===== src/rtl/alu_commit_pkg.sv =====
// Shared types and constants for the ALU writeback commit block.
// Register indices follow the Z80 encoding; flag positions follow the Z80 F register layout.
package alu_commit_pkg;

    typedef enum logic [1:0] {
        IDLE  = 2'd0,
        WR_LO = 2'd1,
        WR_HI = 2'd2
    } state_t;

    localparam logic [2:0] REG_B = 3'd0;
    localparam logic [2:0] REG_C = 3'd1;
    localparam logic [2:0] REG_D = 3'd2;
    localparam logic [2:0] REG_E = 3'd3;
    localparam logic [2:0] REG_H = 3'd4;
    localparam logic [2:0] REG_L = 3'd5;
    localparam logic [2:0] REG_A = 3'd7;

    localparam int FLG_C  = 0;
    localparam int FLG_N  = 1;
    localparam int FLG_PV = 2;
    localparam int FLG_H  = 4;
    localparam int FLG_Z  = 6;
    localparam int FLG_S  = 7;

endpackage


===== src/rtl/alu_commit.sv =====
// Writeback commit: ALU result to the 8-bit RF write port (wide results as two byte writes)
// and masked flag update of F. Optional commit counter under `ALU_COMMIT_STATS_EN.
module alu_commit
    import alu_commit_pkg::*;
#(
    parameter int DATA_W = 8,
    parameter int REG_AW = 3,
    parameter int FLAG_W = 8
) (
    input  logic                  clk,
    input  logic                  rst_n,
    input  logic                  in_valid,
    output logic                  in_ready,
    input  logic [2*DATA_W-1:0]   in_result,
    input  logic [FLAG_W-1:0]     in_flags,
    input  logic [FLAG_W-1:0]     in_flag_mask,
    input  logic [REG_AW-1:0]     in_dest,
    input  logic                  in_wide,
    input  logic                  in_rf_wr,
    output logic                  rf_we,
    output logic [REG_AW-1:0]     rf_addr,
    output logic [DATA_W-1:0]     rf_wdata,
    output logic [FLAG_W-1:0]     flags_q,
    output logic                  commit_done
`ifdef ALU_COMMIT_STATS_EN
    ,
    output logic [15:0]           commit_count
`endif
);

    state_t              state, state_nxt;
    logic [DATA_W-1:0]   hold_hi;
    logic [REG_AW-2:0]   hold_pair;
    logic                hold_wide;
    logic                accept;

    logic                rf_we_nxt;
    logic [REG_AW-1:0]   rf_addr_nxt;
    logic [DATA_W-1:0]   rf_wdata_nxt;
    logic [FLAG_W-1:0]   flags_nxt;
    logic                done_nxt;

    // A flags-only commit keeps the FSM in IDLE; holding ready low during its
    // commit cycle keeps every transaction at one accept per two cycles or slower.
    assign in_ready = (state == IDLE) && !commit_done;
    assign accept   = in_valid && in_ready;

    always_ff @(posedge clk or negedge rst_n) begin
        if (!rst_n) begin
            state       <= IDLE;
            hold_hi     <= '0;
            hold_pair   <= '0;
            hold_wide   <= 1'b0;
            rf_we       <= 1'b0;
            rf_addr     <= '0;
            rf_wdata    <= '0;
            flags_q     <= '0;
            commit_done <= 1'b0;
        end else begin
            state       <= state_nxt;
            rf_we       <= rf_we_nxt;
            rf_addr     <= rf_addr_nxt;
            rf_wdata    <= rf_wdata_nxt;
            flags_q     <= flags_nxt;
            commit_done <= done_nxt;
            if (accept) begin
                hold_hi   <= in_result[2*DATA_W-1:DATA_W];
                hold_pair <= in_dest[REG_AW-1:1];
                hold_wide <= in_wide;
            end
        end
    end

    always_comb begin
        state_nxt = state;
        case (state)
            IDLE:    if (accept && in_rf_wr) state_nxt = WR_LO;
            WR_LO:   state_nxt = hold_wide ? WR_HI : IDLE;
            WR_HI:   state_nxt = IDLE;
            default: state_nxt = IDLE;
        endcase
    end

    // Outputs are registered: these are the values shown in the cycle after the edge.
    always_comb begin
        rf_we_nxt    = 1'b0;
        rf_addr_nxt  = rf_addr;
        rf_wdata_nxt = rf_wdata;
        flags_nxt    = flags_q;
        done_nxt     = 1'b0;
        case (state)
            IDLE: begin
                if (accept) begin
                    flags_nxt = (flags_q & ~in_flag_mask) | (in_flags & in_flag_mask);
                    if (in_rf_wr) begin
                        rf_we_nxt    = 1'b1;
                        rf_addr_nxt  = in_wide ? {in_dest[REG_AW-1:1], 1'b1} : in_dest;
                        rf_wdata_nxt = in_result[DATA_W-1:0];
                        done_nxt     = !in_wide;
                    end else begin
                        done_nxt     = 1'b1;
                    end
                end
            end
            WR_LO: begin
                if (hold_wide) begin
                    rf_we_nxt    = 1'b1;
                    rf_addr_nxt  = {hold_pair, 1'b0};
                    rf_wdata_nxt = hold_hi;
                    done_nxt     = 1'b1;
                end
            end
            default: ;
        endcase
    end

`ifdef ALU_COMMIT_STATS_EN
    always_ff @(posedge clk or negedge rst_n) begin
        if (!rst_n)
            commit_count <= '0;
        else if (commit_done && commit_count != 16'hFFFF)
            commit_count <= commit_count + 16'd1;
    end
`endif

endmodule


===== config.mk =====
export PLATFORM = sky130hd
export DESIGN_NAME = alu_commit
export DESIGN_NICKNAME = d
export VERILOG_FILES = /design/src/rtl/alu_commit_pkg.sv /design/src/rtl/alu_commit.sv
export SDC_FILE = /design/constraint.sdc
export NUM_CORES = 1
export LEC_CHECK = 0
export ABC_AREA = 0
export BUFFER_PORTS_ARGS = -buffer_cell sky130_fd_sc_hd__buf_2
export CORE_UTILIZATION = 47
export DETAILED_ROUTE_END_ITERATION = 6
export GPL_TIMING_DRIVEN = 0
export PLACE_DENSITY = 0.79
export SLEW_MARGIN = 30
export SYNTH_ARGS = -nofsm -noshare
export SYNTH_HDL_FRONTEND = slang
export SYNTH_SLANG_ARGS = --single-unit

===== constraint.sdc =====
create_clock -name clk -period 1.8 [get_ports clk]
set_input_delay 0.18 -clock clk [delete_from_list [all_inputs] [get_ports clk]]
set_output_delay 0.18 -clock clk [all_outputs]
set_load 0.01 [all_outputs]

==> results of run 1 <==
-- critical path: stages (launching register included) --
cell	delay (ps)
dfrtp_1	480
nand4bb_1	210
a21oi_1	220
buf_4	240
mux2_2	360
-- stage by stage --
stage	cell area, sq um	setup WS [ps]	util	hold WS [ps]	total power, uW
after floorplan	1470	338	-	-116	1760
after CTS	1900	179	0.665	57.3	2670
after detailed placement	1810	201	0.636	294	2130
after global placement	1810	241	0.636	274	2070
after global routing	1900	91.8	0.665	61.0	2810
final	1900	173	0.665	74.6	2640
-- path summary, 6_finish.rpt --
check / end / slack (ps) / cells past startpoint
setup / recovery: rf_wdata[4] / 170 / 4
hold / removal: hold_hi[1] / 70 / 2
setup reg to reg: rf_wdata[4] / 170 / 4
hold reg to reg: flop / 510 / 1
max in group asynchronous: rf_addr[2] / 870 / 2
min in group asynchronous: asynchronous set/reset pin / 440 / 2
-- cells in the final DEF, fill, tap and decap left out, types with 2 or more instances in the layout --
cell,Yosys,final
inv_1,2,2
buf_2,1,62
nand2_1,12,12
clkbuf_4,0,5
a21oi_1,2,2
mux2_2,33,33
mux2_4,5,5
dfrtp_1,34,34
clkbuf_1,0,2
buf_4,2,2
-- report_power, final --
group	switching, uW	internal [uW]
sequential	153	1060
clock	243	295
combinational	381	505
-- timing repair --
item                      in CTS  in global routing
hold buffers                   1                  0
hold endpoints to repair      34                  0
setup buffers                  0                  0
-- kinds of logic (layout without fill, tap and decap cells) --
| group | count (synthesis) | in the layout | share of synthesized area |
|---|---|---|---|
| mux | 38 | 38 | 0.304 |
| compound gates | 5 | 5 | 0.0213 |
| simple gates | 18 | 18 | 0.0690 |
| buf+inv | 6 | 76 | 0.0264 |
| flops | 34 | 34 | 0.579 |
-- routing by layer --
layer / part of all wire / vias up
met4: 0.019 / 0
met1: 0.39 / 493
met3: 0.11 / 7
met5: 0 / -
met2: 0.48 / 54
li1: - / 492
-- area by class of cell --
type | instances | area, sq um
fill | 217 | 955
sequential | 34 | 851
multi-input combinational | 61 | 579
timing repair buffer | 62 | 315
clock buffer | 7 | 45.0
tap | 31 | 38.8
buffer | 4 | 31.3
clock inverter | 1 | 30.0
inverter | 2 | 7.51
==> metrics.txt, run 1 <==
RSZ-0062 raised after global routing=no; layout cells sized above 1=0.643; routed vias=around 1000; H-Tree Depth=2; total of warnings raised by yosys=0; worst-margin pin slew=743 ps; WP data arrival=1840 ps; post-synthesis cell type count=18; Fmax=0.615 GHz; worst r2r src=state[0]; met3 usage=0.0737; Hold Path Class=primary input to flop; WL per Instance=around 14 microns; largest net degree at the start of global routing=35; kind of critical path=flop to flop; skew final=11.5 ps; vias in the first global route=between 1000 and 1500; ys async rst share=1.00; crit path launch=state[0]; Post-synth top cells=dfrtp_1, mux2_2, nand2_1; gr busiest metal=met2; ANT cells=0; Cells after DPL=193; Max Buffers Root-to-Sink=2; status=finished with violations; post-synth top area share=0.579; Root Buffer=clkbuf_4; most numerous cell in the Yosys netlist=dfrtp_1; Core Area=~2900 sq um; post-synthesis register bit count=34; Routability Congestion=approximately 0.87; Final min period=1630 ps; top cell type by total area after synthesis=dfrtp_1; final wirelength=2.86 mm; TritonCTS clock tree=done; Final Max Tran Viols=0; Crit. End Element=flop; post-DP HPWL=2.12 mm; chip height=57.9 microns; GR Overflow Total=0; cell area after synthesis=around 1500 sq um; die area=roughly 3400 sq um; Slew headroom=0.504; Cells after Synth=101; syn_area_per_cell=14.5 sq um; area grow syn2layout=29.2%; drt drc=7; top post-synthesis cells by area=dfrtp_1, mux2_2, mux2_4; IO Count=62; setup TNS=0 ps; via density per instance=5.18; period utilization=0.904; clock sink count=34; Startpoint Class=flop; P_leak=0.000934 uW; failing checks=design-rule violations; Worst-Skew Late Latency=330 ps; initial antenna violation count=0; worst path required time=2010 ps; min-delay src=in_result[9]; max cap viols=0; # setup viols final=0; cts bufs inserted=5; sequential share of the synthesized area=0.579; Routed Antenna Nets=0; CTS resizes=0; first-pass GRT wire length=4.80 mm; met2 Use GR=0.337; met1 usage=0.206; EDFF count, synth=0; Buffers on Ports=61; Tot GR Track Use=0.193; Pwr per Cell Area=between 1000 and 1500 nW/um^2; detailed router's first-iteration violation count=38; Non-Filler Instances=202; die width=57.9 microns; Clock transition at path regs=100 ps; Post-Syn Nets=roughly 140; CP Max Fanout=10; Final Hold Vio Count=0; Main synth FF type=dfrtp_1; NumNets Final=210; Pre-Repair DR Iteration Count=6; worst vdd rail ir drop=0.756 mV; row count=19; Starting Density=0.515
(Power assumes the default switching activity.)
==> inputs of run 2 (changes only) <==
==> constraint.sdc (replaced) <==
create_clock -name clk -period 1.5 [get_ports clk]
set_input_delay 0.15 -clock clk [delete_from_list [all_inputs] [get_ports clk]]
set_output_delay 0.15 -clock clk [all_outputs]
set_load 0.01 [all_outputs]
==> metrics.txt, run 2 (same netlist as run 1, synthesis figures left out) <==
status=finished with violations; failing checks=design-rule violations, negative setup slack; row count=19; Worst-Skew Late Latency=340 ps; reg2reg end=hold_pair[0]; Final WS setup=-55.4 ps; Tot GR Track Use=0.203; die area=3350 sq um; Hold Path Class=primary input to flop; Pwr per Cell Area=1660 nW/um^2; IO Count=slightly above 60; worst hold path endpoint=hold_hi[1]; period utilization=1.04; CP Max Fanout=5; CP cell instances=nor4b_4 > buf_4 > mux2_2; crit path launch=state[0]; Clock transition at path regs=100 ps; cts bufs inserted=5; NumNets Final=218; die width=57.9 microns; Routability Congestion=just under 0.9; first-pass GRT wire length=around 5 mm; Non-Filler Instances=between 200 and 250; H-Tree Depth=2; Startpoint Class=flop; kind of critical path=flop to flop; final wirelength=3.26 mm; hold path depth=2; worst-margin pin slew=746 ps; clock sink count=34; routed vias=1086; Final min period=~1600 ps; Filler cells=207; Pwr Total=3390 uW; area grow syn2layout=39.3%; GR Overflow Total=0; pre-CTS setup slack=-98.5 ps; worst r2r src=state[0]; worst path required time=1730 ps; Root Buffer=clkbuf_4; most frequent cells in the layout=buf_2, dfrtp_1, mux2_2, mux2_4, nand2_1; R2R depth=3; ANT cells=0; Slowest cell on crit path=dfrtp_2; vias in the first global route=1142; post-DP HPWL=2.12 mm; crit-path max cell delay=about 450 ps; Final Hold Vio Count=0; setup TNS=-444 ps; drt drc=7; register area=between 800 and 900 sq um; Slew headroom=0.503; chip height=57.9 microns; initial antenna violation count=0; area of the multi-input gates=around 650 sq um; Core Area=2850 sq um; critical path's top delay family=flip-flops; most common cell after layout, fill and taps aside=buf_2; CP Buf/Inv Count=1; Fmax=0.643 GHz; Starting Density=0.515; P_leak=0.00103 uW; Pre-Repair DR Iteration Count=6; skew final=12.0 ps; max cap viols=0; WP data arrival=1790 ps; layout cells sized above 1=0.698; detailed router's first-iteration violation count=37; Buffers on Ports=61; TritonCTS clock tree=done; min-delay src=in_result[9]; Final Max Tran Viols=0; worst vdd rail ir drop=about 0.96 mV; RSZ-0062 raised after global routing=yes; Cells after DPL=193; Routed Antenna Nets=0; # setup viols final=21; WL per Instance=15.5 microns; via density per instance=5.17; largest net degree at the start of global routing=35; Crit. End Element=flop; FF-to-FF setup slack=-60 ps; Max Buffers Root-to-Sink=2
run 2: final cells by class:
| cell class | count | share of cell area |
|---|---|---|
| flip-flops and latches | 34 | 0.417 |
| inverters | 2 | 0.00367 |
| clock inverters | 1 | 0.0147 |
| repair buffers | 70 | 0.185 |
| multi-input cells | 61 | 0.319 |
| plain buffers | 4 | 0.0202 |
| well taps | 31 | 0.0190 |
| clock buffers | 7 | 0.0220 |
run 2: timing repair:
action / in CTS / in global routing
pin swaps: 3 / 3
hold buffers: 1 / 0
gates cloned: 1 / 1
hold endpoints to repair: 34 / 0
setup buffers: 5 / 1
resized for setup: 9 / 19
endpoints found under the setup margin: 25 / 29
run 2: worst max-delay path by stage:
stage / to / slack (ps) / cells after the start
after floorplan: rf_addr[1] / 40 / 4
after global placement: rf_wdata[0] / -60 / 4
after global routing: hold_pair[0] / -100 / 3
after CTS: rf_wdata[5] / -10 / 4
final: hold_pair[0] / -60 / 3
after detailed placement: hold_hi[5] / -100 / 3
run 2: power breakdown:
part           switching, uW  leakage, uW  total, uW  internal, uW
clock network            298    0.0000395        652           354
registers                197     0.000403       1470          1270
logic                    511     0.000591       1270           763
run 2: stage by stage:
step,hold slack (ps),util,cell area (sq um)
2_1_floorplan,-146,-,1470
3_3_place_gp,244,0.636,1810
3_5_place_dp,264,0.636,1810
4_1_cts,27.3,0.689,1970
5_1_grt,29.9,0.717,2050
6_report,39.7,0.717,2050
run 2: layer usage:
metal,vias up,track usage,share of wire
li1,506,-,-
met1,516,0.224,0.40
met2,56,0.350,0.50
met3,8,0.0670,0.087
met4,0,0.0986,0.019
met5,-,0,0
